===== config.mk =====
export PLATFORM = sky130hd
export DESIGN_NAME = if_stage_flat
export DESIGN_NICKNAME = d
export VERILOG_FILES = /design/src/rtl/if_stage_if.sv /design/src/rtl/if_stage.sv /design/src/flat_wrapper.sv
export SDC_FILE = /design/constraint.sdc
export NUM_CORES = 1
export LEC_CHECK = 0
export CAP_MARGIN = 20
export CORE_AREA = 3 3 117 231
export DETAILED_ROUTE_END_ITERATION = 12
export DIE_AREA = 0 0 120 234
export PLACE_DENSITY = 0.84
export SETUP_SLACK_MARGIN = 0.5
export SYNTH_ARGS = -nofsm -noshare
export SYNTH_HDL_FRONTEND = slang
export SYNTH_SLANG_ARGS = --single-unit

===== constraint.sdc =====
create_clock -name clk -period 4.39 [get_ports clk]
set_clock_uncertainty 0.2 [all_clocks]
set_input_delay 0.6585 -clock clk [delete_from_list [all_inputs] [get_ports clk]]
set_output_delay 0.6585 -clock clk [all_outputs]
set_load 0.1 [all_outputs]

===== src/rtl/if_stage_if.sv =====
// Bundle of the instruction-memory port and the decode-side handshake of the fetch stage.
interface if_stage_if #(
  parameter int WORD_WIDTH = 32
);
  logic                  instr_req_o;
  logic [WORD_WIDTH-1:0] instr_addr_o;
  logic                  instr_gnt_i;
  logic                  instr_rvalid_i;
  logic [WORD_WIDTH-1:0] instr_rdata_i;
  logic                  redirect_i;
  logic [WORD_WIDTH-1:0] redirect_pc_i;
  logic                  stall_i;
  logic                  instr_valid_o;
  logic [WORD_WIDTH-1:0] instruction_o;
  logic [WORD_WIDTH-1:0] pc_o;
  logic [WORD_WIDTH-1:0] pc_plus4_o;

  modport master (
    output instr_req_o, instr_addr_o, instr_valid_o, instruction_o, pc_o, pc_plus4_o,
    input  instr_gnt_i, instr_rvalid_i, instr_rdata_i, redirect_i, redirect_pc_i, stall_i
  );

  modport slave (
    input  instr_req_o, instr_addr_o, instr_valid_o, instruction_o, pc_o, pc_plus4_o,
    output instr_gnt_i, instr_rvalid_i, instr_rdata_i, redirect_i, redirect_pc_i, stall_i
  );
endinterface


===== src/rtl/if_stage.sv =====
// Instruction fetch stage: PC generation, req/gnt/rvalid fetch port, prefetch FIFO with
// first-word-fall-through to decode, and redirect flushing of buffered and in-flight words.
module if_stage #(
  parameter int                     WORD_WIDTH = 32,
  parameter logic [WORD_WIDTH-1:0]  BOOT_ADDR  = '0,
  parameter int                     FIFO_DEPTH = 2
) (
  input logic       clk,
  input logic       rst,
  if_stage_if.master bus
);
  localparam int PW = $clog2(FIFO_DEPTH);
  localparam int CW = PW + 1;
  localparam logic [WORD_WIDTH-1:0] NOP = WORD_WIDTH'(32'h0000_0013);

  logic [WORD_WIDTH-1:0] fetch_addr;
  logic [WORD_WIDTH-1:0] pend_addr;
  logic                  req_pending;
  logic                  pending_stale;

  logic [WORD_WIDTH-1:0] fifo_instr [FIFO_DEPTH];
  logic [WORD_WIDTH-1:0] fifo_pc    [FIFO_DEPTH];
  logic [PW-1:0]         rd_ptr, wr_ptr;
  logic [CW-1:0]         count;

  logic [WORD_WIDTH-1:0] flight_pc  [FIFO_DEPTH];
  logic [PW-1:0]         flight_rd, flight_wr;
  logic [CW-1:0]         outstanding;
  logic [CW-1:0]         discard;

  logic                  valid, pop, push, drop, issue_ok, req, gnt_fire, rvalid;
  logic [CW:0]           occupancy;
  logic [CW-1:0]         outstanding_next;
  logic [WORD_WIDTH-1:0] req_addr;

  // Issue while stored + in-flight fetches (less this cycle's pop) leave room in the FIFO;
  // an ungranted request stays on the bus regardless so it is never retracted.
  always_comb begin
    valid            = (count != '0) && !rst;
    pop              = valid && !bus.stall_i && !bus.redirect_i;
    occupancy        = {1'b0, count} + {1'b0, outstanding};
    issue_ok         = occupancy < ((CW+1)'(FIFO_DEPTH) + {{CW{1'b0}}, pop});
    req              = !rst && (req_pending || issue_ok);
    req_addr         = req_pending ? pend_addr : fetch_addr;
    gnt_fire         = req && bus.instr_gnt_i;
    rvalid           = bus.instr_rvalid_i;
    drop             = bus.redirect_i || (discard != '0);
    push             = rvalid && !drop;
    outstanding_next = outstanding + CW'(gnt_fire) - CW'(rvalid);
  end

  assign bus.instr_req_o   = req;
  assign bus.instr_addr_o  = req_addr;
  assign bus.instr_valid_o = valid;
  assign bus.instruction_o = valid ? fifo_instr[rd_ptr] : NOP;
  assign bus.pc_o          = valid ? fifo_pc[rd_ptr] : '0;
  assign bus.pc_plus4_o    = valid ? fifo_pc[rd_ptr] + WORD_WIDTH'(4) : '0;

  // A redirect overrides pop, push and the post-grant address increment; words already
  // granted at that point are counted into discard and dropped as they return.
  always_ff @(posedge clk) begin
    if (rst) begin
      fetch_addr    <= BOOT_ADDR;
      pend_addr     <= '0;
      req_pending   <= 1'b0;
      pending_stale <= 1'b0;
      rd_ptr        <= '0;
      wr_ptr        <= '0;
      count         <= '0;
      flight_rd     <= '0;
      flight_wr     <= '0;
      outstanding   <= '0;
      discard       <= '0;
    end else begin
      outstanding <= outstanding_next;
      req_pending <= req && !bus.instr_gnt_i;
      if (req && !bus.instr_gnt_i) pend_addr <= req_addr;
      if (gnt_fire) begin
        flight_pc[flight_wr] <= req_addr;
        flight_wr            <= flight_wr + PW'(1);
      end
      if (rvalid) flight_rd <= flight_rd + PW'(1);

      if (bus.redirect_i) begin
        fetch_addr    <= {bus.redirect_pc_i[WORD_WIDTH-1:2], 2'b00};
        rd_ptr        <= '0;
        wr_ptr        <= '0;
        count         <= '0;
        discard       <= outstanding_next;
        pending_stale <= req && !bus.instr_gnt_i;
      end else begin
        if (gnt_fire && !pending_stale) fetch_addr <= fetch_addr + WORD_WIDTH'(4);
        if (gnt_fire) pending_stale <= 1'b0;
        discard <= discard - CW'(rvalid && (discard != '0)) + CW'(gnt_fire && pending_stale);
        if (push) begin
          fifo_instr[wr_ptr] <= bus.instr_rdata_i;
          fifo_pc[wr_ptr]    <= flight_pc[flight_rd];
          wr_ptr             <= wr_ptr + PW'(1);
        end
        if (pop) rd_ptr <= rd_ptr + PW'(1);
        count <= count + CW'(push) - CW'(pop);
      end
    end
  end
endmodule

===== src/flat_wrapper.sv =====
// flat-port wrapper written by rule: the top's interface ports become plain ports
module if_stage_flat 
#(
  parameter int                     WORD_WIDTH = 32,
  parameter logic [WORD_WIDTH-1:0]  BOOT_ADDR  = '0,
  parameter int                     FIFO_DEPTH = 2
)
  (clk, rst, bus_instr_req_o, bus_instr_addr_o, bus_instr_valid_o, bus_instruction_o, bus_pc_o, bus_pc_plus4_o, bus_instr_gnt_i, bus_instr_rvalid_i, bus_instr_rdata_i, bus_redirect_i, bus_redirect_pc_i, bus_stall_i);
  if_stage_if #(.WORD_WIDTH(WORD_WIDTH)) bus_i ();
  input logic clk;
  input logic rst;
  output wire logic [$bits(bus_i.instr_req_o)-1:0] bus_instr_req_o;
  output wire logic [$bits(bus_i.instr_addr_o)-1:0] bus_instr_addr_o;
  output wire logic [$bits(bus_i.instr_valid_o)-1:0] bus_instr_valid_o;
  output wire logic [$bits(bus_i.instruction_o)-1:0] bus_instruction_o;
  output wire logic [$bits(bus_i.pc_o)-1:0] bus_pc_o;
  output wire logic [$bits(bus_i.pc_plus4_o)-1:0] bus_pc_plus4_o;
  input wire logic [$bits(bus_i.instr_gnt_i)-1:0] bus_instr_gnt_i;
  input wire logic [$bits(bus_i.instr_rvalid_i)-1:0] bus_instr_rvalid_i;
  input wire logic [$bits(bus_i.instr_rdata_i)-1:0] bus_instr_rdata_i;
  input wire logic [$bits(bus_i.redirect_i)-1:0] bus_redirect_i;
  input wire logic [$bits(bus_i.redirect_pc_i)-1:0] bus_redirect_pc_i;
  input wire logic [$bits(bus_i.stall_i)-1:0] bus_stall_i;
  assign bus_instr_req_o = bus_i.instr_req_o;
  assign bus_instr_addr_o = bus_i.instr_addr_o;
  assign bus_instr_valid_o = bus_i.instr_valid_o;
  assign bus_instruction_o = bus_i.instruction_o;
  assign bus_pc_o = bus_i.pc_o;
  assign bus_pc_plus4_o = bus_i.pc_plus4_o;
  assign bus_i.instr_gnt_i = bus_instr_gnt_i;
  assign bus_i.instr_rvalid_i = bus_instr_rvalid_i;
  assign bus_i.instr_rdata_i = bus_instr_rdata_i;
  assign bus_i.redirect_i = bus_redirect_i;
  assign bus_i.redirect_pc_i = bus_redirect_pc_i;
  assign bus_i.stall_i = bus_stall_i;
  if_stage #(.WORD_WIDTH(WORD_WIDTH), .BOOT_ADDR(BOOT_ADDR), .FIFO_DEPTH(FIFO_DEPTH)) u_core (.clk(clk), .rst(rst), .bus(bus_i));
endmodule

**After elaboration in Yosys (flattened, before gate mapping)**

Memories as Yosys holds them, arrays and structs flattened. A register that Yosys moved wholly into a read port is not among the register bits.
Cells that the tools add are included.

- Register bits after elaboration: 76
- Bits in writable memories: 192
- Input bits: 70
- Output and inout bits: 130
- Word-level logic and storage cells: 75
- Memories kept: 3

- Add/subtract/negate cells: 14
- Magnitude comparators: 1
- Muxes and demuxes: 22
- Reductions and logical operators: 23

Memories:

| memory | words | bits a word | read ports | clocked after memory_dff | write ports | line | text |
|---|---|---|---|---|---|---|---|
| u_core.fifo_instr | 2 | 32 | 1 | 1 | 1 | if_stage.sv:21 | `logic [WORD_WIDTH-1:0] fifo_instr [FIFO_DEPTH];` |
| u_core.fifo_pc | 2 | 32 | 1 | 1 | 1 | if_stage.sv:22 | `logic [WORD_WIDTH-1:0] fifo_pc [FIFO_DEPTH];` |
| u_core.flight_pc | 2 | 32 | 1 | 1 | 1 | if_stage.sv:26 | `logic [WORD_WIDTH-1:0] flight_pc [FIFO_DEPTH];` |

Operators with widths:

| cell | number |
|---|---|
| $mux 32 | 6 |
| $add 32x3->32 const B | 2 |
| $mux 1 | 15 |
| $logic_and 1x1->1 | 10 |
| $reduce_bool 2->1 | 4 |
| $add 2x1->2 | 3 |
| $logic_not 1->1 | 6 |
| $sub 2x1->2 | 3 |
| $add 1x1->1 const B | 4 |
| $add 2x1->3 const A | 1 |
| $add 2x2->3 | 1 |
| $lt 3x3->1 | 1 |
| $logic_or 1x1->1 | 2 |
| $mux 2 | 1 |
| $reduce_or 2->1 | 1 |

**Logic depth before layout (Yosys ltp)**

- Depth in word-level cells: 12
- Mapped depth: 12

**Least setup slack after synthesis**

No wires, ideal clock.

- Kind: register -> output
- From: reg (tool-made name)
- To: out bus_pc_plus4_o[8]
- Data arrival time: 4.790 ns
- Required time: 3.532 ns
- Slack: -1.259 ns
- Cell stages (with the launch flop): 12
- Path through: dfxtp_1 > buf_2 > buf_2 > buf_1 > mux2_2 > ha_1 > nand4b_1 > a21oi_1 > clkbuf_1 > nand2_1 > xor2_1 > a211oi_1

RTL lines:

| item | line | text |
|---|---|---|
| to (decl) | flat_wrapper.sv:17 | `output wire logic [$bits(bus_i.pc_plus4_o)-1:0] bus_pc_plus4_o;` |

==> impl_metrics.env <==
export IMPL_syn_inst=1009
export IMPL_pwr_share_comb=0.177
export IMPL_min_from="u_core.pend_addr[5]"
export IMPL_htreeDepth=1
export IMPL_slowest_delay_ns=0.40
export IMPL_p_sw_mw=1.67
export IMPL_drtAntennaViolNets=0
export IMPL_yosysSeqAreaShare=0.602
export IMPL_cp_end_kind="output pin"
export IMPL_grt_start_max_net_pins=83
export IMPL_overflow=0
export IMPL_period_minus_slack_ns=3.79
export IMPL_ff2ff_path_depth=10
export IMPL_hold_violations=0
export IMPL_dp_cells=1503
export IMPL_p_int_mw=4.40
export IMPL_root_buffer="clkbuf_16"
export IMPL_vias=8432
export IMPL_whs_path_depth=2
export IMPL_finalNetCount=1282
export IMPL_antenna_found_initial=1
export IMPL_ir_drop_mv=0.314
export IMPL_cp_required_ns=3.53
export IMPL_initial_core_util=0.478
export IMPL_io_buffers=197
export IMPL_ys_top_cells_by_area="edfxtp_1 48%, dfxtp_1 13%, mux2_2 6.0%, mux2i_1 5.3%, nor2_1 3.3%"
export IMPL_synth_main_ff_cell="edfxtp_1"
export IMPL_yosys_warnings=0
export IMPL_slew_headroom=0.469
export IMPL_cts_buffers=23
export IMPL_fill_cells=1969
export IMPL_grt_pass1_vias=8499
export IMPL_rows=82
export IMPL_dieWidth_um=120
export IMPL_fin_crit_sh=0.863
export IMPL_finalSetupViolations=0
export IMPL_cp_start_kind="flop"
export IMPL_p_leak_nw=5.47
export IMPL_grt_pass1_wl_um=43100
export IMPL_synth_enable_flop_cells=192
export IMPL_track_usage=0.191
export IMPL_seq_power_share=0.487
export IMPL_wl_per_cell_um=17.7
export IMPL_drv_slew=0
export IMPL_finalWirelength_um=27500
export IMPL_fmax_mhz=264
export IMPL_clk_pin_slew_ns=0.06
export IMPL_p_sw_frac=0.275
export IMPL_hold_ws_ns=0.272
export IMPL_path_delay_family="compound AO/OA/AOI/OAI gates"
export IMPL_netlist_area_um2=12100
export IMPL_synth_cell_types=56
export IMPL_die_area_um2=28100
export IMPL_pwr_density_cell_nw_per_um2=389
export IMPL_io_pins=200
export IMPL_synth_async_sr_flop_share=0
export IMPL_dr_pass1_iters=5
export IMPL_rsz0062_at_grt="true"
export IMPL_core_area_um2=25300
export IMPL_crit_slowest_cell="dfxtp_4"
export IMPL_via_per_inst=5.42
export IMPL_synth_top_cell_by_area="edfxtp_1"
export IMPL_first_iter_violations=306
export IMPL_synth_top_cell_area_share=0.476
export IMPL_crit_reg2reg_launch="u_core.count[0]"
export IMPL_layoutNonFillerInstCount=1555
export IMPL_ys_ff_latch=268
export IMPL_hp_class="reg -> reg"
export IMPL_critPathKind="reg -> out"
export IMPL_crit_arrival_ns=2.93
export IMPL_pwr_share_clk=0.335
export IMPL_dpl_hpwl_um=20100
export IMPL_tightestPinTransition_ns=0.795
export IMPL_area_delta_synth_final_pct=29.1
export IMPL_cts_tree="built"
export IMPL_clock_latency_ns=0.51
export IMPL_synth_nets=1089
export IMPL_postSynthAreaPerCell_um2=12.0
export IMPL_path_depth=9
export IMPL_drcViolationCount=0
export IMPL_crit_top_cell="buf_4"
export IMPL_place_gp_congestion=0.880
export IMPL_crit_chain="buf_6 > nand3b_1 > a222oi_1 > buf_4 > buf_4 > nand3_1 > o31ai_2 > o41ai_4 > buf_12"
export IMPL_layout_drive_gt1_share=0.254
export IMPL_cts_hold_buf=0
export IMPL_clk_path_buf_depth=3
export IMPL_die_h_um=234
export IMPL_reg2reg_slack_ns=1.18
export IMPL_path_buf_inv=4
export IMPL_crit_fanout=19
export IMPL_maxCapViolCount=0
export IMPL_status="completed"
export IMPL_cts_sinks=268
[power by group through the flow]
stage	combinational, mW	clock [mW]	sequential, mW
6_report	1.08	2.04	2.96
2_1_floorplan	0.788	0	2.99
4_1_cts	1.08	2.09	2.96
3_5_place_dp	1.07	0	3.02
5_1_grt	1.14	2.16	2.98
3_3_place_gp	1.05	0	3.01
[registers in the layout, summed over array words and instances (netlist names), named ones only]
| register | count |
|---|---|
| u_core.fifo_instr | 64 |
| u_core.fifo_pc | 64 |
| u_core.flight_pc | 64 |
| u_core.pend_addr | 32 |
| u_core.fetch_addr | 30 |
| u_core.count | 2 |
| u_core.discard | 2 |
| u_core.outstanding | 2 |
| u_core.flight_rd | 1 |
| u_core.flight_wr | 1 |
| u_core.pending_stale | 1 |
| u_core.rd_ptr | 1 |
| u_core.req_pending | 1 |
| u_core.wr_ptr | 1 |
[per-layer routing]
layer  up-vias  track usage  routed length, µm
met4         0        0.109               1450
met3        84       0.0191               1190
li1       4074            -                  -
met1      4036        0.199               9810
met5         -            0                  0
met2       238        0.366              15000
[final timing paths]
path | to
min reg2reg | u_core.pend_addr[5]
max | bus_pc_plus4_o[25]
max reg2reg | u_core.discard[1]
min | u_core.pend_addr[5]
[Yosys cell counts, types with 10 or more instances]
cell type	number
a211oi_1	16
edfxtp_1	192
o21ai_0	45
xnor2_1	31
inv_1	17
nand3_1	25
xor2_1	10
clkbuf_1	31
mux2_2	65
and2_1	13
nand2b_1	33
nor2_1	107
nand4_1	16
dfxtp_1	76
mux2i_1	64
nor3_1	23
nor4_1	12
buf_2	13
buf_1	15
nand2_1	70
[cells by family (layout without fill, tap and decap cells)]
group                    count (synthesis)  after routing  synth area share
AND/OR/NAND/NOR                        360            360             0.151
flip-flops                             268            268             0.602
multiplexers                           129            129             0.113
AO/OA/AOI/OAI                          118            118            0.0644
buffers and inverters                   83            292            0.0283
XOR/XNOR                                41             41            0.0297
adder cells (fa/ha/maj)                 10             10            0.0110
other                                    0              1                 0
[worst min-delay path, delay by kind of cell, from the launching register on]
family	cells	cell delay [ns]
flip-flops	1	0.31
AND/OR/NAND/NOR	1	0.06
AO/OA/AOI/OAI	1	0.06
[what timing repair did]
action                     CTS  global route
resized for setup           13             6
buffers inserted             8             1
pin swaps                    3             3
cloned                       1             0
setup endpoints to repair   24             6
[stage by stage]
step	utilization	total power [mW]	instance area, µm²	setup TNS [ns]	setup WS [ns]
after detailed placement	0.579	4.09	14700	0	0.544
after floorplan	-	3.78	12300	-0.577	-0.289
final	0.616	6.07	15600	0	0.600
after global routing	0.616	6.28	15600	0	0.454
after global placement	0.579	4.06	14700	0	0.670
after CTS	0.615	6.13	15600	0	0.503
[cells in the final DEF, fill, tap and decap left out, drive strengths merged, types with 31 or more instances in the layout]
cell / synthesis / routed
buf: 32 / 164
clkbuf: 31 / 35
o21ai: 45 / 45
xnor2: 31 / 31
nand2: 70 / 70
clkdlybuf4s50: 0 / 66
mux2i: 64 / 64
nand2b: 33 / 33
dfxtp: 76 / 76
edfxtp: 192 / 192
nor2: 108 / 108
mux2: 65 / 65
[layout make-up]
cell class	instances	area [µm²]	share of cell area
Antenna cell	1	2.50	0.000160
Clock buffer	35	674	0.0432
Inverter	20	76.3	0.00489
Clock inverter	6	83.8	0.00537
Multi-Input combinational cell	658	4740	0.303
Tap cell	336	420	0.0269
Timing Repair Buffer	231	2330	0.149
Sequential cell	268	7290	0.467
No activity file was read; power rests on OpenSTA's default activity.
